### src/rtl/cdc_xfer_scheduler_if.sv
// Requester-side and destination-side signals of the CDC transfer scheduler.
// The scheduler takes the slave modport. Its environment takes the master modport.
interface cdc_xfer_scheduler_if #(
  parameter int NUM_REQ = 4,
  parameter int DATA_W  = 8
) ();
  localparam int ID_W = $clog2(NUM_REQ);

  logic [NUM_REQ-1:0]        req;
  logic [NUM_REQ*DATA_W-1:0] req_data;
  logic [NUM_REQ-1:0]        grant;
  logic                      timeout_err;
  logic                      busy;
  logic [ID_W-1:0]           grant_id;
  logic                      xfer_req;
  logic [DATA_W-1:0]         xfer_data;
  logic                      xfer_ack_async;
  logic [2:0]                fsm_state;

  // Handshake: xfer_req rises with xfer_data stable. The destination raises
  // xfer_ack_async, xfer_req falls, then the ack falls (four-phase, level based).
  modport master (
    output req, req_data, xfer_ack_async,
    input  grant, timeout_err, busy, grant_id, xfer_req, xfer_data, fsm_state
  );

  modport slave (
    input  req, req_data, xfer_ack_async,
    output grant, timeout_err, busy, grant_id, xfer_req, xfer_data, fsm_state
  );
endinterface

### src/rtl/cdc_xfer_scheduler.sv
// Source-domain controller for a shared CDC lane: round-robin arbitration,
// a four-phase req/ack handshake with a synchronised ack, and a timeout abort.
module cdc_xfer_scheduler #(
  parameter int NUM_REQ     = 4,
  parameter int DATA_W      = 8,
  parameter int SYNC_STAGES = 2,
  parameter int TIMEOUT     = 255
) (
  input logic                  clk,
  input logic                  rst_n,
  cdc_xfer_scheduler_if.slave  bus
);
  localparam int ID_W  = $clog2(NUM_REQ);
  localparam int CNT_W = $clog2(TIMEOUT + 1);
  localparam logic [CNT_W-1:0] CNT_LAST = CNT_W'(TIMEOUT - 1);
  localparam logic [CNT_W-1:0] CNT_MAX  = CNT_W'(TIMEOUT);

  typedef enum logic [2:0] {IDLE, SETUP, REQ_HI, REQ_LO, DONE, ABORT} state_t;

  state_t             state, state_n;
  logic [SYNC_STAGES-1:0] sync_q;
  logic               ack_sync;
  logic [CNT_W-1:0]   cnt, cnt_n;
  logic [ID_W-1:0]    rr_ptr, rr_n, next_ptr;
  logic [ID_W-1:0]    id_q, id_n, win_id;
  logic [DATA_W-1:0]  data_q, data_n;
  logic [NUM_REQ-1:0] grant_q, grant_n;
  logic               terr_q, terr_n, busy_q, busy_n, xreq_q, xreq_n;
  logic               win_found;
  logic [ID_W:0]      cand_sum;
  logic [ID_W-1:0]    cand;

  always_ff @(posedge clk or negedge rst_n) begin
    if (!rst_n) sync_q <= '0;
    else        sync_q <= {sync_q[SYNC_STAGES-2:0], bus.xfer_ack_async};
  end
  assign ack_sync = sync_q[SYNC_STAGES-1];

  // First requester at or after rr_ptr, wrapping around.
  always_comb begin
    win_found = 1'b0;
    win_id    = '0;
    cand_sum  = '0;
    cand      = '0;
    for (int k = 0; k < NUM_REQ; k++) begin
      cand_sum = {1'b0, rr_ptr} + (ID_W+1)'(k);
      if (cand_sum >= (ID_W+1)'(NUM_REQ)) cand_sum = cand_sum - (ID_W+1)'(NUM_REQ);
      cand = cand_sum[ID_W-1:0];
      if (!win_found && bus.req[cand]) begin
        win_found = 1'b1;
        win_id    = cand;
      end
    end
  end

  assign next_ptr = (id_q == ID_W'(NUM_REQ - 1)) ? '0 : id_q + ID_W'(1);

  always_comb begin
    state_n = state;
    grant_n = '0;
    terr_n  = 1'b0;
    xreq_n  = xreq_q;
    id_n    = id_q;
    data_n  = data_q;
    rr_n    = rr_ptr;
    cnt_n   = (cnt == CNT_MAX) ? cnt : cnt + CNT_W'(1);
    case (state)
      IDLE: begin
        // A still-high ack belongs to no transfer of ours; wait it out.
        if (!ack_sync && win_found) begin
          id_n    = win_id;
          data_n  = bus.req_data[win_id*DATA_W +: DATA_W];
          state_n = SETUP;
        end
      end
      SETUP: begin
        xreq_n  = 1'b1;
        cnt_n   = '0;
        state_n = REQ_HI;
      end
      REQ_HI: begin
        if (ack_sync) begin
          xreq_n  = 1'b0;
          cnt_n   = '0;
          state_n = REQ_LO;
        end else if (cnt == CNT_LAST) begin
          xreq_n  = 1'b0;
          terr_n  = 1'b1;
          state_n = ABORT;
        end
      end
      REQ_LO: begin
        if (!ack_sync) begin
          grant_n[id_q] = 1'b1;
          state_n       = DONE;
        end else if (cnt == CNT_LAST) begin
          terr_n  = 1'b1;
          state_n = ABORT;
        end
      end
      DONE: begin
        rr_n    = next_ptr;
        state_n = IDLE;
      end
      ABORT: begin
        xreq_n = 1'b0;
        rr_n   = next_ptr;
        if (!ack_sync) state_n = IDLE;
      end
      default: state_n = IDLE;
    endcase
    busy_n = (state_n != IDLE);
  end

  always_ff @(posedge clk or negedge rst_n) begin
    if (!rst_n) begin
      state   <= IDLE;
      cnt     <= '0;
      rr_ptr  <= '0;
      id_q    <= '0;
      data_q  <= '0;
      grant_q <= '0;
      terr_q  <= 1'b0;
      busy_q  <= 1'b0;
      xreq_q  <= 1'b0;
    end else begin
      state   <= state_n;
      cnt     <= cnt_n;
      rr_ptr  <= rr_n;
      id_q    <= id_n;
      data_q  <= data_n;
      grant_q <= grant_n;
      terr_q  <= terr_n;
      busy_q  <= busy_n;
      xreq_q  <= xreq_n;
    end
  end

  assign bus.grant       = grant_q;
  assign bus.timeout_err = terr_q;
  assign bus.busy        = busy_q;
  assign bus.grant_id    = id_q;
  assign bus.xfer_req    = xreq_q;
  assign bus.xfer_data   = data_q;
  assign bus.fsm_state   = state;
endmodule

### src/flat_wrapper.sv
// flat-port wrapper written by rule: the top's interface ports become plain ports
module cdc_xfer_scheduler_flat 
#(
  parameter int NUM_REQ     = 4,
  parameter int DATA_W      = 8,
  parameter int SYNC_STAGES = 2,
  parameter int TIMEOUT     = 255
)
  (clk, rst_n, bus_req, bus_req_data, bus_xfer_ack_async, bus_grant, bus_timeout_err, bus_busy, bus_grant_id, bus_xfer_req, bus_xfer_data, bus_fsm_state);
  cdc_xfer_scheduler_if #(.NUM_REQ(NUM_REQ), .DATA_W(DATA_W)) bus_i ();
  input logic clk;
  input logic rst_n;
  input wire logic [$bits(bus_i.req)-1:0] bus_req;
  input wire logic [$bits(bus_i.req_data)-1:0] bus_req_data;
  input wire logic [$bits(bus_i.xfer_ack_async)-1:0] bus_xfer_ack_async;
  output wire logic [$bits(bus_i.grant)-1:0] bus_grant;
  output wire logic [$bits(bus_i.timeout_err)-1:0] bus_timeout_err;
  output wire logic [$bits(bus_i.busy)-1:0] bus_busy;
  output wire logic [$bits(bus_i.grant_id)-1:0] bus_grant_id;
  output wire logic [$bits(bus_i.xfer_req)-1:0] bus_xfer_req;
  output wire logic [$bits(bus_i.xfer_data)-1:0] bus_xfer_data;
  output wire logic [$bits(bus_i.fsm_state)-1:0] bus_fsm_state;
  assign bus_i.req = bus_req;
  assign bus_i.req_data = bus_req_data;
  assign bus_i.xfer_ack_async = bus_xfer_ack_async;
  assign bus_grant = bus_i.grant;
  assign bus_timeout_err = bus_i.timeout_err;
  assign bus_busy = bus_i.busy;
  assign bus_grant_id = bus_i.grant_id;
  assign bus_xfer_req = bus_i.xfer_req;
  assign bus_xfer_data = bus_i.xfer_data;
  assign bus_fsm_state = bus_i.fsm_state;
  cdc_xfer_scheduler #(.NUM_REQ(NUM_REQ), .DATA_W(DATA_W), .SYNC_STAGES(SYNC_STAGES), .TIMEOUT(TIMEOUT)) u_core (.clk(clk), .rst_n(rst_n), .bus(bus_i));
endmodule
### config.mk
export PLATFORM = sky130hd
export DESIGN_NAME = cdc_xfer_scheduler_flat
export DESIGN_NICKNAME = d
export VERILOG_FILES = /design/src/rtl/cdc_xfer_scheduler_if.sv /design/src/rtl/cdc_xfer_scheduler.sv /design/src/flat_wrapper.sv
export SDC_FILE = /design/constraint.sdc
export NUM_CORES = 1
export LEC_CHECK = 0
export BUFFER_PORTS_ARGS = -buffer_cell sky130_fd_sc_hd__buf_2
export CAP_MARGIN = 25
export CORE_AREA = 8 8 70 72
export DETAILED_ROUTE_END_ITERATION = 8
export DIE_AREA = 0 0 78 80
export PLACE_DENSITY_LB_ADDON = 0.05
export SETUP_SLACK_MARGIN = 0.1
export SLEW_MARGIN = 20
export SYNTH_ARGS = -nofsm -noshare
export SYNTH_HDL_FRONTEND = slang
export SYNTH_SLANG_ARGS = --single-unit
### constraint.sdc
create_clock -name clk -period 1.7 [get_ports clk]
set_input_delay 0.255 -clock clk [delete_from_list [all_inputs] [get_ports clk]]
set_output_delay 0.255 -clock clk [all_outputs]
set_load 0.05 [all_outputs]
==> flow_summary.html <==
<table>
<tr><th>Metric</th><th>Value</th></tr>
<tr><th colspan="2">Outcome</th></tr>
<tr><td>Outcome</td><td>finished clean</td></tr>
<tr><th colspan="2">Yosys</th></tr>
<tr><td>Synth Area in Compound Gates</td><td>0.183</td></tr>
<tr><td>Post-synthesis share of cell area spent on xor and xnor gates</td><td>0.0189</td></tr>
<tr><td>Multiplexer area fraction after synthesis</td><td>0.0778</td></tr>
<tr><td>Cell type with the highest aggregate area in the netlist</td><td>sky130_fd_sc_hd__dfrtp_1</td></tr>
<tr><td>Largest family of logic cells by synthesized area</td><td>simple AND/OR/NAND/NOR gates</td></tr>
<tr><td>Synthesized flop and latch total</td><td>32</td></tr>
<tr><td>Syn Inst Count</td><td>192</td></tr>
<tr><td>Distinct cell type count of the synthesized netlist</td><td>43</td></tr>
<tr><td>Post-synthesis share of cell area spent on and, or, nand and nor gates</td><td>0.193</td></tr>
<tr><td>Proportion of netlist area held by the largest area contributor</td><td>0.433</td></tr>
<tr><td>Post-synthesis instance area</td><td>roughly 1800 um^2</td></tr>
<tr><td>Cell types with the largest area share after synthesis</td><td>sky130_fd_sc_hd__dfrtp_1 (43%), sky130_fd_sc_hd__o211ai_1 (6.5%), sky130_fd_sc_hd__mux2i_1 (6.0%)</td></tr>
<tr><td>Register area share after synthesis</td><td>0.433</td></tr>
<tr><td>Net Count, Synth</td><td>~240</td></tr>
<tr><td>Number of warnings reported in the yosys synthesis log</td><td>0</td></tr>
<tr><td>Mean Syn Cell Area</td><td>slightly below 10 um^2</td></tr>
<tr><td>Adder-cell area share of the yosys netlist</td><td>0.0460</td></tr>
<tr><th colspan="2">Die</th></tr>
<tr><td>Initial core utilization</td><td>0.480</td></tr>
<tr><td>Vertical extent of the die</td><td>80 um</td></tr>
<tr><td>Full die area</td><td>approximately 6200 um^2</td></tr>
<tr><td>I/O pin total</td><td>59</td></tr>
<tr><td>Die Wd</td><td>around 78 um</td></tr>
<tr><td>Standard-cell rows</td><td>23</td></tr>
<tr><td>Core area</td><td>slightly below 4000 um^2</td></tr>
<tr><th colspan="2">Worst setup path</th></tr>
<tr><td>Worst EP arrival</td><td>~1700 ps</td></tr>
<tr><td>Sort of element at the end of the critical path</td><td>flip-flop</td></tr>
<tr><td>Critical Path Max Stage Delay</td><td>between 400 and 500 ps</td></tr>
<tr><td>Cell type of the slowest stage on the worst timing path</td><td>sky130_fd_sc_hd__dfrtp_2</td></tr>
<tr><td>Category of the worst setup path launch point</td><td>flip-flop</td></tr>
<tr><td>Worst Path Max Fanout</td><td>17</td></tr>
<tr><td>Most used cell along the critical path</td><td>sky130_fd_sc_hd__o211ai_1</td></tr>
<tr><td>Total buffers and inverters traversed by the critical path</td><td>0</td></tr>
<tr><td>Required time of the worst setup path</td><td>approximately 1900 ps</td></tr>
<tr><td>Worst setup path class</td><td>reg2reg</td></tr>
<tr><td>Kind of cell with the highest combined delay on the critical path</td><td>compound AO/OA/AOI/OAI gates</td></tr>
<tr><td>Critical-path cell list</td><td>nand2b_1, a21o_4, and3_2, o211ai_1, o211ai_1</td></tr>
<tr><th colspan="2">Power and ir drop</th></tr>
<tr><td>Ratio of total power to cell area</td><td>between 1500 and 2000 nW/um^2</td></tr>
<tr><td>Leakage power</td><td>around 1.2 nW</td></tr>
<tr><td>Worst supply voltage drop on vdd</td><td>around 0.00067 V</td></tr>
<tr><td>PnR Total Power</td><td>4.04 mW</td></tr>
<tr><th colspan="2">Placed design</th></tr>
<tr><td>Buffers on Ports</td><td>slightly below 60</td></tr>
<tr><td>Final weighted congestion of routability-driven global placement</td><td>~0.86</td></tr>
<tr><td>Dpl cells</td><td>~300</td></tr>
<tr><td>Final HPWL from detailed placement</td><td>between 3000 and 4000 um</td></tr>
<tr><th colspan="2">Cells and area</th></tr>
<tr><td>Number of nets in the layout</td><td>around 300</td></tr>
<tr><td>Area added between synthesis and finish</td><td>30.9%</td></tr>
<tr><td>Inserted Diodes</td><td>0</td></tr>
<tr><td>Layout cell share with drive strength beyond 1</td><td>0.392</td></tr>
<tr><td>Final standard cell count with taps included and fillers excluded</td><td>between 300 and 400</td></tr>
<tr><th colspan="2">Clock tree</th></tr>
<tr><td>Sink count of the clock tree</td><td>32</td></tr>
<tr><td>Maximum clock insertion buffer count</td><td>2</td></tr>
<tr><td>CTS HTree Levels</td><td>2</td></tr>
<tr><td>Clock Latency Late Sink</td><td>280 ps</td></tr>
<tr><td>TritonCTS clock tree</td><td>done</td></tr>
<tr><td>Total clock buffers created by CTS</td><td>5</td></tr>
<tr><td>Root buffer cell</td><td>sky130_fd_sc_hd__clkbuf_8</td></tr>
<tr><td>Clock-pin slew of the registers on the worst-case setup and hold paths</td><td>70 ps</td></tr>
<tr><th colspan="2">Global routing</th></tr>
<tr><td>Total routing resource utilization after global routing</td><td>0.151</td></tr>
<tr><td>Vias in the first global route</td><td>roughly 1,700</td></tr>
<tr><td>Antenna violations before repair</td><td>0</td></tr>
<tr><td>Total global routing overflow</td><td>0</td></tr>
<tr><td>Largest net degree at the start of global routing</td><td>19</td></tr>
<tr><td>First-pass GRT wire length</td><td>7730 um</td></tr>
<tr><th colspan="2">Detailed routing</th></tr>
<tr><td>Total number of vias</td><td>1,590</td></tr>
<tr><td>Total iterations of the first detailed-routing run</td><td>4</td></tr>
<tr><td>Total routed wirelength</td><td>around 4400 um</td></tr>
<tr><td>Number of DRC markers after the initial detailed-route iteration</td><td>slightly below 80</td></tr>
<tr><td>DR DRC count</td><td>0</td></tr>
<tr><td>Average vias per placed instance</td><td>5.08</td></tr>
<tr><td>Remaining number of nets flagged by the antenna check after routing</td><td>0</td></tr>
<tr><td>Routed wire per std cell</td><td>14.1 um</td></tr>
<tr><th colspan="2">STA</th></tr>
<tr><td>Maximum clock frequency</td><td>0.648 GHz</td></tr>
<tr><td>Worst hold-check slack</td><td>between 70 and 80 ps</td></tr>
<tr><td>Relative slew margins</td><td>0.722</td></tr>
<tr><td>Unrepaired setup endpoints after global routing</td><td>yes</td></tr>
<tr><td>Final Slew Violations</td><td>0</td></tr>
<tr><td># setup viols final</td><td>0</td></tr>
<tr><td>Final worst clock skew</td><td>between 5 and 6 ps</td></tr>
<tr><td>Setup TNS</td><td>0 ps</td></tr>
<tr><td>Final worst path period share</td><td>0.907</td></tr>
<tr><td>Post-route minimum period</td><td>1540 ps</td></tr>
<tr><td>Measured slew at the worst slew-check pin</td><td>~410 ps</td></tr>
<tr><td>Count of endpoints failing hold in the final timing report</td><td>0</td></tr>
<tr><th colspan="2">Run</th></tr>
<tr><td>Max-Cap Viols</td><td>0</td></tr>
<tr><th colspan="2">Min path</th></tr>
<tr><td>Type of the worst min-delay path</td><td>in2reg</td></tr>
</table>
-- power breakdown --
group / switching (mW) / internal, mW / leakage, nW
combinational: 1.33 / 0.765 / 0.740
clock: 0.275 / 0.435 / 0.0552
sequential: 0.221 / 1.02 / 0.404
total: 1.82 / 2.22 / 1.20
-- flip-flops by register name (all words and copies together), names as in the netlist --
| name | cells |
|---|---|
| u_core.cnt | 8 |
| u_core.sync_q | 2 |
| u_core.bus.timeout_err | 1 |
| u_core.rr_ptr | 2 |
| u_core.bus.busy | 1 |
| u_core.bus.xfer_req | 1 |
| u_core.bus.fsm_state | 3 |
| u_core.bus.xfer_data | 8 |
| u_core.bus.grant_id | 2 |
| u_core.bus.grant | 4 |
-- worst paths after layout --
path | startpoint | to | slack [ps] | cells after the start
setup / recovery | u_core.rr_ptr[1] | u_core.bus.xfer_data[3] | 160 | 5
hold / removal | bus_xfer_ack_async | u_core.sync_q[0] | 80 | 1
setup reg to reg | u_core.rr_ptr[1] | u_core.bus.xfer_data[3] | 160 | 5
min in group asynchronous | rst_n | u_core.cnt[6] | 420 | 2
max in group asynchronous | rst_n | u_core.rr_ptr[1] | 710 | 3
hold reg to reg | u_core.sync_q[0] | u_core.sync_q[1] | 350 | 0
-- timing repair --
| item | in CTS | in global routing |
|---|---|---|
| setup endpoints to repair | 8 | 9 |
| hold buffers | 1 | 0 |
| setup buffers | 3 | 0 |
| pin swaps | 1 | 6 |
| resized for setup | 1 | 4 |
| hold endpoints to repair | 17 | 0 |
-- cell usage in the layout, fill, tap and decap left out, types with 7 or more instances in the layout --
master	instances
sky130_fd_sc_hd__mux2i_1	11
sky130_fd_sc_hd__dfrtp_1	28
sky130_fd_sc_hd__a21boi_0	8
sky130_fd_sc_hd__buf_4	13
sky130_fd_sc_hd__nand2_1	16
sky130_fd_sc_hd__buf_2	58
sky130_fd_sc_hd__o21ai_0	7
sky130_fd_sc_hd__inv_1	7
sky130_fd_sc_hd__nor2_1	15
sky130_fd_sc_hd__o211ai_1	16
-- stage by stage --
stage / util / worst slack [ps] / instance area [um^2]
after floorplan: - / 106 / 1850
after global placement: 0.583 / -40.9 / 2250
after detailed placement: 0.583 / -70.3 / 2250
after CTS: 0.623 / 113 / 2400
after global routing: 0.628 / 56.1 / 2420
final: 0.628 / 157 / 2420
-- area by class of cell --
class	instances	area, um^2
clock buffer	6	72.6
clock inverter	2	35.0
sequential	32	806
multi-input combinational	141	976
inverter	8	30.0
fill	358	1440
tap	50	62.6
timing repair buffer	74	438
-- cells by family after synthesis --
| family | after synthesis |
|---|---|
| multiplexers | 14 |
| AND/OR/NAND/NOR | 68 |
| buffers and inverters | 19 |
| adder cells (fa/ha/maj) | 7 |
| XOR/XNOR | 4 |
| flip-flops | 32 |
| AO/OA/AOI/OAI | 48 |
-- layer usage --
metal / track usage / vias to the layer above / part of all wire / wire [um]
met5: 0 / - / 0 / 0
met4: 0.0611 / 0 / 0.021 / 91
met3: 0.0495 / 7 / 0.065 / 288
met2: 0.261 / 45 / 0.48 / 2110
met1: 0.168 / 720 / 0.44 / 1930
li1: - / 818 / - / -
-- synth_stat cells, drive strengths merged --
cell and n:
o211ai 16, a21boi 8, and3 8, buf 5, a21oi 6, nand2 16, ha 6, nor4 1
nand3 7, xor2 2, o21a 2, nor2b 2, a21o 2, o31a 1, clkbuf 6, o22ai 1
nor3 7, nor2 16, nand2b 2, or2 1, dfrtp 32, o22a 1, mux2 3, maj3 1
a211oi 1, and2 6, nand4 2, mux2i 11, inv 8, a31oi 1, o21ai 9, xnor2 2
Power figures use the tool's default switching activity.
